===== src/rtl/mem_stage_lsu.sv =====
// -----------------------------------------------------------------------------
// mem_stage_lsu
//
// Load/store unit for the MEM stage. It takes the EX/MEM register outputs,
// runs one valid/ready transaction to the data memory per access, and holds
// the pipeline with lsu_stall until the transaction has finished. Load data
// is extended and registered into ReadData_M for the MEM/WB register.
//
// Each access takes IDLE -> REQ (one cycle per memory wait, plus one) -> DONE.
// lsu_stall is high in IDLE while an access is present and throughout REQ. It
// is low in DONE, which lets the pipeline advance at the end of that cycle.
//
// Optional feature (compile-time macro MISALIGN_TRAP_EN):
//   undefined : misaligned half/word accesses are silently aligned.
//   defined   : a misaligned half/word access issues no request. The FSM goes
//               IDLE -> DONE, misalign_M pulses for the DONE cycle, and
//               ReadData_M is cleared.
//
// Ports
//   clk, rst_n          clock (rising edge), asynchronous active-low reset
//   MemWrite_M          store in the MEM stage
//   ResultSrc_M         equals LOAD_SEL for a load (a store wins if both are set)
//   funct3_M            size/sign: 000 b, 001 h, 010 w, 100 bu, 101 hu
//   ALU_result_M        byte address
//   WriteData_M         store data in the low-order bytes
//   mem_req/we/addr     registered request, word-aligned address
//   mem_wdata/wstrb     registered lane-replicated store data and byte enables
//   mem_ready           memory accepts/completes the request this cycle
//   mem_rdata           read word, valid with mem_req & mem_ready
//   ReadData_M          registered extended load result
//   lsu_stall           pipeline freeze, decoded from the state
//   misalign_M          misalignment flag (only with MISALIGN_TRAP_EN)
// -----------------------------------------------------------------------------
module mem_stage_lsu #(
    parameter int                         ADDR_WIDTH      = 32,
    parameter int                         DATA_WIDTH      = 32,
    parameter int                         RESULTSRC_WIDTH = 2,
    parameter logic [RESULTSRC_WIDTH-1:0] LOAD_SEL        = 2'b01
) (
    input  logic                       clk,
    input  logic                       rst_n,
    input  logic                       MemWrite_M,
    input  logic [RESULTSRC_WIDTH-1:0] ResultSrc_M,
    input  logic [2:0]                 funct3_M,
    input  logic [ADDR_WIDTH-1:0]      ALU_result_M,
    input  logic [DATA_WIDTH-1:0]      WriteData_M,
    output logic                       mem_req,
    output logic                       mem_we,
    output logic [ADDR_WIDTH-1:0]      mem_addr,
    output logic [DATA_WIDTH-1:0]      mem_wdata,
    output logic [DATA_WIDTH/8-1:0]    mem_wstrb,
    input  logic                       mem_ready,
    input  logic [DATA_WIDTH-1:0]      mem_rdata,
    output logic [DATA_WIDTH-1:0]      ReadData_M,
    output logic                       lsu_stall
`ifdef MISALIGN_TRAP_EN
    ,
    output logic                       misalign_M
`endif
);

    typedef enum logic [1:0] {
        IDLE = 2'b00,
        REQ  = 2'b01,
        DONE = 2'b10
    } state_t;

    state_t     state_q;
    state_t     state_d;
    logic       access;
    logic       stall_c;
    logic [2:0] f3_q;
    logic [1:0] off_q;

    // Byte enables for a store. funct3[1:0] selects the size; 011 is a word.
    function automatic logic [3:0] store_strb(input logic [1:0] size, input logic [1:0] off);
        logic [3:0] s;
        case (size)
            2'b00:   s = 4'b0001 << off;
            2'b01:   s = off[1] ? 4'b1100 : 4'b0011;
            default: s = 4'b1111;
        endcase
        return s;
    endfunction

    // Store data replicated across every lane the access could land in.
    function automatic logic [31:0] store_data(input logic [1:0] size, input logic [31:0] wd);
        logic [31:0] d;
        case (size)
            2'b00:   d = {4{wd[7:0]}};
            2'b01:   d = {2{wd[15:0]}};
            default: d = wd;
        endcase
        return d;
    endfunction

    // Picks the addressed byte/half from the read word and extends it.
    // funct3[2] set means zero-extension; 110/111 are words and pass through.
    function automatic logic [31:0] load_extend(input logic [2:0] f3, input logic [1:0] off,
                                                input logic [31:0] word);
        logic signed [7:0]  b;
        logic signed [15:0] h;
        logic [31:0]        res;
        b = word[{off, 3'b000} +: 8];
        h = off[1] ? word[31:16] : word[15:0];
        case (f3[1:0])
            2'b00:   res = f3[2] ? {24'd0, b} : 32'(b);
            2'b01:   res = f3[2] ? {16'd0, h} : 32'(h);
            default: res = word;
        endcase
        return res;
    endfunction

`ifdef MISALIGN_TRAP_EN
    logic misalign_c;

    function automatic logic is_misaligned(input logic [1:0] size, input logic [1:0] off);
        logic m;
        case (size)
            2'b00:   m = 1'b0;
            2'b01:   m = off[0];
            default: m = (off != 2'b00);
        endcase
        return m;
    endfunction

    assign misalign_c = is_misaligned(funct3_M[1:0], ALU_result_M[1:0]);
`endif

    assign access = MemWrite_M | (ResultSrc_M == LOAD_SEL);

    // State register
    always_ff @(posedge clk or negedge rst_n) begin
        if (!rst_n) begin
            state_q <= IDLE;
        end else begin
            state_q <= state_d;
        end
    end

    // Next state and stall decode
    always_comb begin
        state_d = state_q;
        stall_c = 1'b0;
        case (state_q)
            IDLE: begin
                if (access) begin
                    stall_c = 1'b1;
`ifdef MISALIGN_TRAP_EN
                    state_d = misalign_c ? DONE : REQ;
`else
                    state_d = REQ;
`endif
                end
            end
            REQ: begin
                stall_c = 1'b1;
                if (mem_ready) begin
                    state_d = DONE;
                end
            end
            DONE:    state_d = IDLE;
            default: state_d = IDLE;
        endcase
    end

    // The stall must also read 0 while reset is held, even if an access is
    // sitting on the inputs.
    assign lsu_stall = stall_c & rst_n;

    // Request and result registers
    always_ff @(posedge clk or negedge rst_n) begin
        if (!rst_n) begin
            mem_req    <= 1'b0;
            mem_we     <= 1'b0;
            mem_addr   <= '0;
            mem_wdata  <= '0;
            mem_wstrb  <= '0;
            ReadData_M <= '0;
            f3_q       <= '0;
            off_q      <= '0;
`ifdef MISALIGN_TRAP_EN
            misalign_M <= 1'b0;
`endif
        end else begin
`ifdef MISALIGN_TRAP_EN
            misalign_M <= (state_q == IDLE) && access && misalign_c;
`endif
            case (state_q)
                IDLE: begin
                    if (access) begin
                        mem_we    <= MemWrite_M;
                        mem_addr  <= {ALU_result_M[ADDR_WIDTH-1:2], 2'b00};
                        mem_wdata <= store_data(funct3_M[1:0], WriteData_M);
                        mem_wstrb <= MemWrite_M ? store_strb(funct3_M[1:0], ALU_result_M[1:0])
                                                : 4'b0000;
                        f3_q      <= funct3_M;
                        off_q     <= ALU_result_M[1:0];
`ifdef MISALIGN_TRAP_EN
                        if (misalign_c) begin
                            ReadData_M <= '0;
                        end else begin
                            mem_req <= 1'b1;
                        end
`else
                        mem_req <= 1'b1;
`endif
                    end
                end
                REQ: begin
                    if (mem_ready) begin
                        mem_req <= 1'b0;
                        if (!mem_we) begin
                            ReadData_M <= load_extend(f3_q, off_q, mem_rdata);
                        end
                    end
                end
                default: begin
                end
            endcase
        end
    end

endmodule

===== config.mk =====
export PLATFORM = sky130hd
export DESIGN_NAME = mem_stage_lsu
export DESIGN_NICKNAME = d
export VERILOG_FILES = /design/src/rtl/mem_stage_lsu.sv
export SDC_FILE = /design/constraint.sdc
export NUM_CORES = 1
export LEC_CHECK = 0
export ABC_AREA = 0
export BUFFER_PORTS_ARGS = -buffer_cell sky130_fd_sc_hd__buf_2
export CORE_UTILIZATION = 35
export CTS_CLUSTER_DIAMETER = 60
export CTS_CLUSTER_SIZE = 12
export DETAILED_ROUTE_END_ITERATION = 8
export GPL_TIMING_DRIVEN = 0
export MAX_ROUTING_LAYER = met4
export SLEW_MARGIN = 30
export SYNTH_ARGS = -nofsm -noshare
export SYNTH_HDL_FRONTEND = slang
export SYNTH_SLANG_ARGS = --single-unit

===== constraint.sdc =====
create_clock -name clk -period 1.45 [get_ports clk]
set_clock_uncertainty 0.1 [all_clocks]
set_input_delay 0.29 -clock clk [delete_from_list [all_inputs] [get_ports clk]]
set_output_delay 0.29 -clock clk [all_outputs]
set_load 0.005 [all_outputs]

==> results of run 1 <==
-- what timing repair did --
| item | CTS | global route |
|---|---|---|
| endpoints found under the setup margin | 107 | 107 |
| buffers inserted | 16 | 14 |
| cloned | 5 | 6 |
| pin swaps | 9 | 25 |
| endpoints found under the hold margin | 45 | 45 |
| resized for setup | 66 | 92 |
-- where the power goes --
group	internal (mW)	leakage (nW)	switching [mW]	total (mW)
combinational	3.80	2.26	3.16	6.97
sequential	4.43	1.29	0.887	5.32
clock	1.44	0.146	1.09	2.53
total	9.68	3.70	5.14	14.8
-- registers in the layout (all words and copies together) (netlist names) --
name and flops:
mem_addr 30, mem_req 1, mem_wstrb 4, off_q 2
f3_q 3, mem_wdata 32, ReadData_M 32, state_q 2
mem_we 1
-- cell usage in the layout (no fill, tap or decap), types with 2 or more instances in the layout --
master	n
buf_8	4
nor2_2	2
buf_4	21
nand3_1	16
inv_1	4
buf_1	2
nor2_1	18
nor2b_1	3
o311a_1	2
nand2_1	42
clkbuf_16	11
conb_1	2
o21ai_4	2
o21ai_2	10
o21ai_0	8
clkbuf_2	3
and3_1	8
a21oi_2	3
dfrtp_2	3
mux2i_1	31
a21oi_1	28
clkbuf_4	2
nand2_2	21
clkbuf_8	5
nand3_2	17
buf_2	206
clkbuf_1	5
o211ai_1	7
dfrtp_1	104
mux2_2	42
o21ai_1	16
buf_6	26
mux4_2	7
-- metal layers --
layer  vias to the layer above  part of all wire, %  GRT usage, %
li1                       2079                    -             -
met1                      2196                   41          27.1
met2                       184                   50          33.4
met3                        24                  7.7          4.75
met4                         0                  1.4          7.27
met5                         -                    0             -
-- per-stage QoR --
step                utilization, %  worst slack, ns  hold WS, ns
global placement              45.9            -1.57        0.353
floorplan                        -           -0.130       -0.106
global route                  54.3           -0.249       -0.251
CTS                           51.4           -0.206       -0.260
detailed placement            46.2           -0.504        0.149
finish                        54.3           -0.195       -0.259
-- cell type report --
cell class | instances | area, sq um | share of cell area [%]
Buffer | 30 | 273 | 3.75
Clock buffer | 13 | 260 | 3.58
Clock inverter | 3 | 46.3 | 0.636
Inverter | 5 | 20.0 | 0.275
Multi-Input combinational cell | 300 | 2290 | 31.4
Sequential cell | 107 | 2680 | 36.8
Tap cell | 176 | 220 | 3.03
Timing Repair Buffer | 245 | 1490 | 20.5
-- worst max-delay path, delay by kind of cell, from the launching register on --
family          cells  cell delay [ns]
compound gates      2             0.28
simple gates        2             0.74
flops               1             0.45
-- worst max path at each step --
stage | to | startpoint | slack (ns)
2_1_floorplan | ReadData_M[10] | off_q[1] | -0.13
3_3_place_gp | lsu_stall | rst_n | -1.57
5_1_grt | ReadData_M[10] | off_q[1] | -0.25
3_5_place_dp | mem_wdata[30] | ResultSrc_M[0] | -0.50
4_1_cts | lsu_stall | state_q[0] | -0.21
6_report | ReadData_M[11] | f3_q[0] | -0.20
-- cells by family after synthesis --
family          Yosys count
buf+inv                  37
flops                   107
mux                      82
simple gates            135
compound gates           80
other cells               1
==> out/qor.csv, run 1 <==
metric,value,unit
synth_edf_count,0,
yosys-top-cells-area,"dfrtp_1, mux2_2, mux2i_1",
viasPerCell,5.10,
h-tree-depth,3,
clk_path_buf_depth,2,
synth_top_cell_by_area,dfrtp_1,
dpl.hpwl,10.7,mm
diodes,0,
critPathRequiredTime,1.61,ns
worstSkewPairLatency,0.35,ns
hold_slack,-0.259,ns
place_congestion,0.917,
die_y,120,um
power,14.8,mW
layout_setup_ws,-0.195,ns
power.density,2040,nW/um^2
nets,803,
peakVddDrop,0.987,mV
drive_gt1_share,57.0,%
antenna_found_initial,0,
dpl.cell_count,825,
layout_min_cycle_time,1.65,ns
slowest_stage,or4_4,
criticalPathCategory,flip-flop to flip-flop,
path_cells,"or2_1, a2bb2oi_1, or4_4, o211ai_1",
ys_seq_area_share,54.9,%
ys_async_sr_fraction,100,%
overflow,0,
ant_nets,0,
clkTransAtPathRegs,0.07,ns
grt_max_degree,48,
syn_avg_cell_area,11.0,sq um
layout.cells.non_filler,879,
crit_path_end_kind,flip-flop,
r2r_cells,4,
setup_violations,106,
cpPeakStageDelay,0.49,ns
synth-compound-area-share,9.29,%
stdcell_area,7280,sq um
r2r-start,f3_q[0],
synth-simple-area-share,12.4,%
synth_top_area_share,54.9,%
reg2reg_slack,-0.20,ns
numCtsBuffers,9,
syn_inst,442,
placed_area,6190,sq um
root_buffer,clkbuf_16,
hold_viol,45,
nFillCells,1192,
maxCapViolCount,0,
arrival,1.81,ns
fmax,608,MHz
synth_common_cells,"dfrtp_1, nand2_1, mux2_2",
route.detailed.drc,0,
row_count,42,
wirelength,15.3,mm
synthFlopType,dfrtp_1,
areaGrowthSynthToFinish,49.3,%
synthMuxAreaShare,19.7,%
cts.sinks,107,
rsz0062_at_grt,yes,
wl_per_cell,17.4,um
slew_violations,0,
violations,"hold timing, setup timing",
syn_area,4880,sq um
initial_utilization,36.4,%
cp_max_fo,7,
vias,4483,
cts_tree,done,
core,13400,sq um
status,finished with violations,
p_leak,3.70,nW
grtUsageTotal,21.3,%
pin_count,208,
grt_pass1_vias,4330,
port_buffers,205,
fin_setup_tns,-10.70,ns
die_w,120,um
die-area,14400,sq um
drtPass1Iterations,4,
synth.most_common_cell,dfrtp_1,
period_share,113,%
worst_slew_pin_slew,0.650,ns
maxSlewHeadroom,56.6,%
grt_pass1_wl,22.9,mm
synth_top_family_by_area,multiplexers,
synth_seq_cells,107,
synth-xor-area-share,0,%
yosys_warnings,0,
min_path_type,input pin to async pin,
critPathLaunchType,flip-flop,
drt_iter0_drc,272,
reg2reg_to,ReadData_M[11],
synthAdderAreaFrac,0,%
ys_types,34,
No activity file was read; power rests on OpenSTA's default activity.
==> run 2: changes to the inputs <==
--- a/config.mk
+++ b/config.mk
@@ -13,6 +13,8 @@
 export DETAILED_ROUTE_END_ITERATION = 8
 export GPL_TIMING_DRIVEN = 0
 export MAX_ROUTING_LAYER = met4
+export PLACE_DENSITY = 0.76
+export SKIP_CTS_REPAIR_TIMING = 1
 export SLEW_MARGIN = 30
 export SYNTH_ARGS = -nofsm -noshare
 export SYNTH_HDL_FRONTEND = slang
==> run 2 against run 1 <==
Net effect:
- the run still ends with hold timing, setup timing left
- critical endpoint is now ReadData_M[12]
- sequential power grew 0.8%
- cell area shrank 1.9%
- hold slack lost 0.040 ns
- clock-buffer cell count shrank 3
- largest power group unchanged
==> out/qor.csv, run 2 (synthesis gave the netlist of run 1 again) <==
metric,value,unit,change
p_leak,3.58,nW,-3.2%
worst_slew_pin_slew,0.658,ns,+0.00712 ns
cts_tree,done,,
die-area,14400,sq um,unchanged
initial_utilization,36.4,%,unchanged
arrival,1.87,ns,+0.06 ns
row_count,42,,unchanged
grt_pass1_wl,22.1,mm,-3.7%
status,finished with violations,,
violations,"hold timing, setup timing",,
grt_pass1_vias,4248,,-1.9%
cp_max_fo,7,,unchanged
core,13400,sq um,unchanged
drt_iter0_drc,349,,+28%
slew_violations,0,,unchanged
period_share,116,%,+2.6 points
vias,4458,,-0.56%
reg2reg_to,ReadData_M[12],,
layout.cells.non_filler,866,,-1.5%
r2r-start,f3_q[0],,
viasPerCell,5.15,,+0.94%
grtUsageTotal,20.5,%,-0.82 points
hold_slack,-0.299,ns,-0.0403 ns
fmax,594,MHz,-2.3%
root_buffer,clkbuf_16,,
dpl.hpwl,10.5,mm,-1.3%
die_w,120,um,unchanged
clk_path_buf_depth,2,,unchanged
placed_area,6190,sq um,about the same
wl_per_cell,17.4,um,-0.19%
critPathLaunch,f3_q[0],,
clkTransAtPathRegs,0.08,ns,about the same
crit_path_end_kind,flip-flop,,
dpl.cell_count,825,,unchanged
stdcell_area,7140,sq um,-1.9%
nets,790,,-1.6%
areaGrowthSynthToFinish,46.5,%,
cpPeakStageDelay,0.54,ns,+0.05 ns
reg2reg_slack,-0.23,ns,-0.04 ns
path_cells,"or2_1, a2bb2oi_2, or4_4, o211ai_1",,
pin_count,208,,unchanged
fin_util,53.3,%,-1.0 points
layout_setup_ws,-0.234,ns,-0.0384 ns
place_congestion,0.921,,+0.47%
ant_nets,0,,unchanged
cp.depth,4,,unchanged
rsz0062_at_grt,yes,,
wirelength,15.1,mm,-1.7%
route.detailed.drc,0,,unchanged
maxCapViolCount,0,,unchanged
cts.sinks,107,,unchanged
drive_gt1_share,54.1,%,-3.0 points
power,14.7,mW,-0.94%
power.density,2060,nW/um^2,+0.95%
port_buffers,205,,unchanged
r2r_cells,4,,unchanged
critPathLaunchType,flip-flop,,
biggestRegsByFlops,"ReadData_M: 32 flops, mem_wdata: 32 flops, mem_addr: 30 flops",,
numCtsBuffers,9,,unchanged
place_ws,-0.494,ns,+0.00972 ns
diodes,0,,unchanged
final_common_cell,buf_2,,
drtPass1Iterations,4,,unchanged
maxSlewHeadroom,56.2,%,-0.47 points
crit_buf_inv,0,,unchanged
slowest_stage,or4_4,,
crit_family,simple AND/OR/NAND/NOR gates,,
overflow,0,,unchanged
most-common-layout-cells,"buf_2, dfrtp_1, nand2_1",,
die_y,120,um,unchanged
critPathRequiredTime,1.63,ns,+0.02 ns
fin_setup_tns,-12.31,ns,-1.61 ns
antenna_found_initial,0,,unchanged
peakVddDrop,1.04,mV,+5.5%
hold_viol,39,,-13%
min_path_type,input pin to async pin,,
criticalPathCategory,flip-flop to flip-flop,,
grt_max_degree,69,,+44%
h-tree-depth,3,,unchanged
setup_violations,93,,-12%
worstSkewPairLatency,0.36,ns,about the same
crit_end,ReadData_M[12],,
layout_min_cycle_time,1.68,ns,+0.0384 ns
[run 2: changes by cell type in the layout (fill, tap and decap cells not counted), moves of 4 or more]
cell,before,now
nand2_2,21,14
nand3_1,16,27
nand2_4,0,5
buf_4,21,14
o21ai_2,10,6
buf_6,26,12
nand3_2,17,6
clkbuf_8,5,0
buf_8,4,9
[run 2: how the worst min path moves through the flow]
stage,from,end,slack [ns],depth (start not counted)
2_1_floorplan,rst_n,ReadData_M[0],-0.11,0
3_3_place_gp,mem_wstrb[3],mem_wstrb[3],0.35,2
3_5_place_dp,rst_n,ReadData_M[22],0.1,1
4_1_cts,rst_n,ReadData_M[22],-0.30,1
5_1_grt,rst_n,ReadData_M[22],-0.29,1
6_report,rst_n,ReadData_M[22],-0.30,1
[run 2: worst register-to-register path, cell delays in order, from the launching register on]
cell and delay (ns):
dfrtp_2 0.46, or2_1 0.25, a2bb2oi_2 0.14, or4_4 0.54, o211ai_1 0.12
[run 2: final cells by class]
cell class	count	area, sq um
inverter	5	22.5
timing repair buffer	232	1400
sequential	107	2680
multi-input combinational	300	2250
fill	1207	6260
tap	176	220
buffer	30	282
clock inverter	6	65.1
clock buffer	10	229
[run 2: layer usage]
layer  part of all wire, %  track usage, %
met5                     0               -
met2                    49            32.2
met3                   7.9            5.94
met4                   2.5            7.89
met1                    40            24.8
[run 2: power breakdown]
part	switching, mW	internal (mW)
Sequential	0.925	4.43
Clock	1.15	1.34
Combinational	3.10	3.72
==> run 3: changes to the inputs <==
--- a/config.mk
+++ b/config.mk
@@ -6,14 +6,14 @@
 export NUM_CORES = 1
 export LEC_CHECK = 0
 export ABC_AREA = 0
-export BUFFER_PORTS_ARGS = -buffer_cell sky130_fd_sc_hd__buf_2
 export CORE_UTILIZATION = 35
 export CTS_CLUSTER_DIAMETER = 60
 export CTS_CLUSTER_SIZE = 12
 export DETAILED_ROUTE_END_ITERATION = 8
+export DONT_BUFFER_PORTS = 1
 export GPL_TIMING_DRIVEN = 0
 export MAX_ROUTING_LAYER = met4
-export PLACE_DENSITY = 0.76
+export PLACE_DENSITY = 0.48
 export SKIP_CTS_REPAIR_TIMING = 1
 export SLEW_MARGIN = 30
 export SYNTH_ARGS = -nofsm -noshare
==> run 3 against run 2 <==
Net effect:
- largest power group is now registers
- the flow still finishes with violations (hold timing, setup timing)
- critical endpoint is now ReadData_M[8]
- combinational power down 24%
- fmax shrank 1.6%
- register-to-register slack lost 0.03 ns
==> out/qor.csv, run 3 (synthesis gave the netlist of run 1 again) <==
metric,value,unit,change
top_layer,met4,,
setup_violations,99,,+6.5%
hold_viol,107,,+170%
wl_met2,7.04,mm,-5.0%
r2r_cells,4,,unchanged
p_sw_share,35.5,%,+0.19 points
p_switching,4.80,mW,-7.4%
stdcell_area,6530,sq um,-8.6%
grt_max_degree,109,,+58%
biggestRegsByFlops,"ReadData_M: 32 flops, mem_wdata: 32 flops, mem_addr: 30 flops",,
maxSlewHeadroom,55.4,%,-0.74 points
multi_input_area,2230,sq um,-0.67%
peakVddDrop,1.17,mV,+12%
port_buffers,0,,-100%
crit_path_end_kind,flip-flop,,
drtPass1Iterations,4,,unchanged
worstSkewPairLatency,0.35,ns,about the same
numCtsBuffers,9,,unchanged
place_congestion,0.858,,-6.9%
diodes,0,,unchanged
violations,"hold timing, setup timing",,
arrival,1.88,ns,about the same
worst_slew_pin_slew,0.669,ns,+0.0110 ns
critPathRequiredTime,1.62,ns,about the same
r2r-start,f3_q[0],,
layout_setup_ws,-0.261,ns,-0.0270 ns
sequentialPowerShare,42.8,%,+6.3 points
cts.sinks,107,,unchanged
status,finished with violations,,
slowest_stage,or4_4,,
clkTransAtPathRegs,0.08,ns,about the same
pin_count,208,,unchanged
drt_iter0_drc,137,,-61%
cts_tree,done,,
initial_utilization,36.4,%,unchanged
cpPeakStageDelay,0.54,ns,about the same
grt_pass1_wl,19.9,mm,-10%
layout_min_cycle_time,1.71,ns,+0.0270 ns
dpl.hpwl,9.61,mm,-8.7%
grt_pass1_vias,3643,,-14%
p_leak,2.90,nW,-19%
nets,632,,-20%
drive_gt1_share,31.6,%,-22 points
reg2reg_to,ReadData_M[8],,
reg2reg_slack,-0.26,ns,-0.03 ns
die_w,120,um,unchanged
hold_slack,-0.476,ns,-0.177 ns
areaGrowthSynthToFinish,33.9,%,
wirelength,14.4,mm,-4.4%
wl_met3,1.53,mm,+29%
root_buffer,clkbuf_16,,
fmax,585,MHz,-1.6%
placed_area,5130,sq um,-17%
final_common_cell,dfrtp_1,,
criticalPathCategory,flip-flop to flip-flop,,
ant_nets,0,,unchanged
row_count,42,,unchanged
path_cells,"or2_4, a2bb2oi_2, or4_4, o211ai_1",,
h-tree-depth,3,,unchanged
power.density,2070,nW/um^2,+0.69%
fin_util,48.7,%,-4.6 points
combPwrFrac,38.6,%,-7.9 points
most-common-layout-cells,"dfrtp_1, dlygate4sd3_1, nand2_1",,
cp_max_fo,7,,unchanged
die_y,120,um,unchanged
slew_violations,0,,unchanged
grtUsageTotal,18.8,%,-1.7 points
critPathLaunchType,flip-flop,,
antenna_found_initial,0,,unchanged
wl_per_cell,20.3,um,+17%
maxCapViolCount,0,,unchanged
period_share,118,%,+1.9 points
rsz0062_at_grt,yes,,
vias,3773,,-15%
route.detailed.drc,0,,unchanged
clock_power_share,18.6,%,+1.6 points
die-area,14400,sq um,unchanged
overflow,0,,unchanged
core,13400,sq um,unchanged
viasPerCell,5.33,,+3.5%
intPower,8.72,mW,-8.2%
m1WireLength,5.56,mm,-8.6%
nFillCells,1258,,+4.2%
regArea,2680,sq um,about the same
min_path_type,input pin to async pin,,
clk_path_buf_depth,2,,unchanged
-- run 3: critical path: cells and delay by family, from the launching register on --
kind,cells,cell delay [ns]
AO/OA/AOI/OAI,2,0.29
flip-flops,1,0.43
AND/OR/NAND/NOR,2,0.80
-- run 3: worst max-delay path by stage --
stage	slack, ns	end	startpoint	depth (start not counted)
final	-0.26	ReadData_M[8]	f3_q[0]	4
after floorplan	-0.13	ReadData_M[10]	off_q[1]	6
after detailed placement	-0.46	mem_req	ResultSrc_M[0]	5
after global placement	-0.44	mem_req	ResultSrc_M[0]	5
after CTS	-0.44	ReadData_M[21]	f3_q[1]	5
after global routing	-0.31	ReadData_M[11]	f3_q[0]	4
-- run 3: stage by stage --
stage	setup slack, ns	total power [mW]	hold slack, ns	cells	TNS [ns]
after global placement	-0.445	9.18	-0.103	619	-31.68
after CTS	-0.443	11.9	-0.491	635	-24.14
final	-0.261	13.5	-0.476	708	-11.31
after global routing	-0.313	14.4	-0.497	708	-18.00
after detailed placement	-0.462	9.30	-0.103	619	-32.32
after floorplan	-0.130	8.20	-0.106	443	-2.07
-- run 3: per-layer routing --
metal | global-route usage (%) | up-vias
met2 | 28.6 | 182
met1 | 21.5 | 1851
met5 | - | -
met3 | 9.46 | 17
li1 | - | 1723
met4 | 6.02 | 0
-- run 3: layout make-up --
| type | instances | share of cell area (%) |
|---|---|---|
| buffer | 30 | 4.31 |
| clock buffer | 9 | 3.45 |
| clock inverter | 7 | 1.15 |
| inverter | 5 | 0.345 |
| multi-input combinational | 300 | 34.2 |
| sequential | 107 | 41.1 |
| tap | 176 | 3.37 |
| timing repair buffer | 74 | 12.1 |
-- run 3: power by group through the flow --
stage               sequential, mW  clock (mW)  combinational [mW]
floorplan                     5.30           0                2.91
global placement              5.72           0                3.46
detailed placement            5.73           0                3.57
CTS                           5.69        2.59                3.58
global route                  5.99        2.68                5.68
finish                        5.78        2.51                5.22
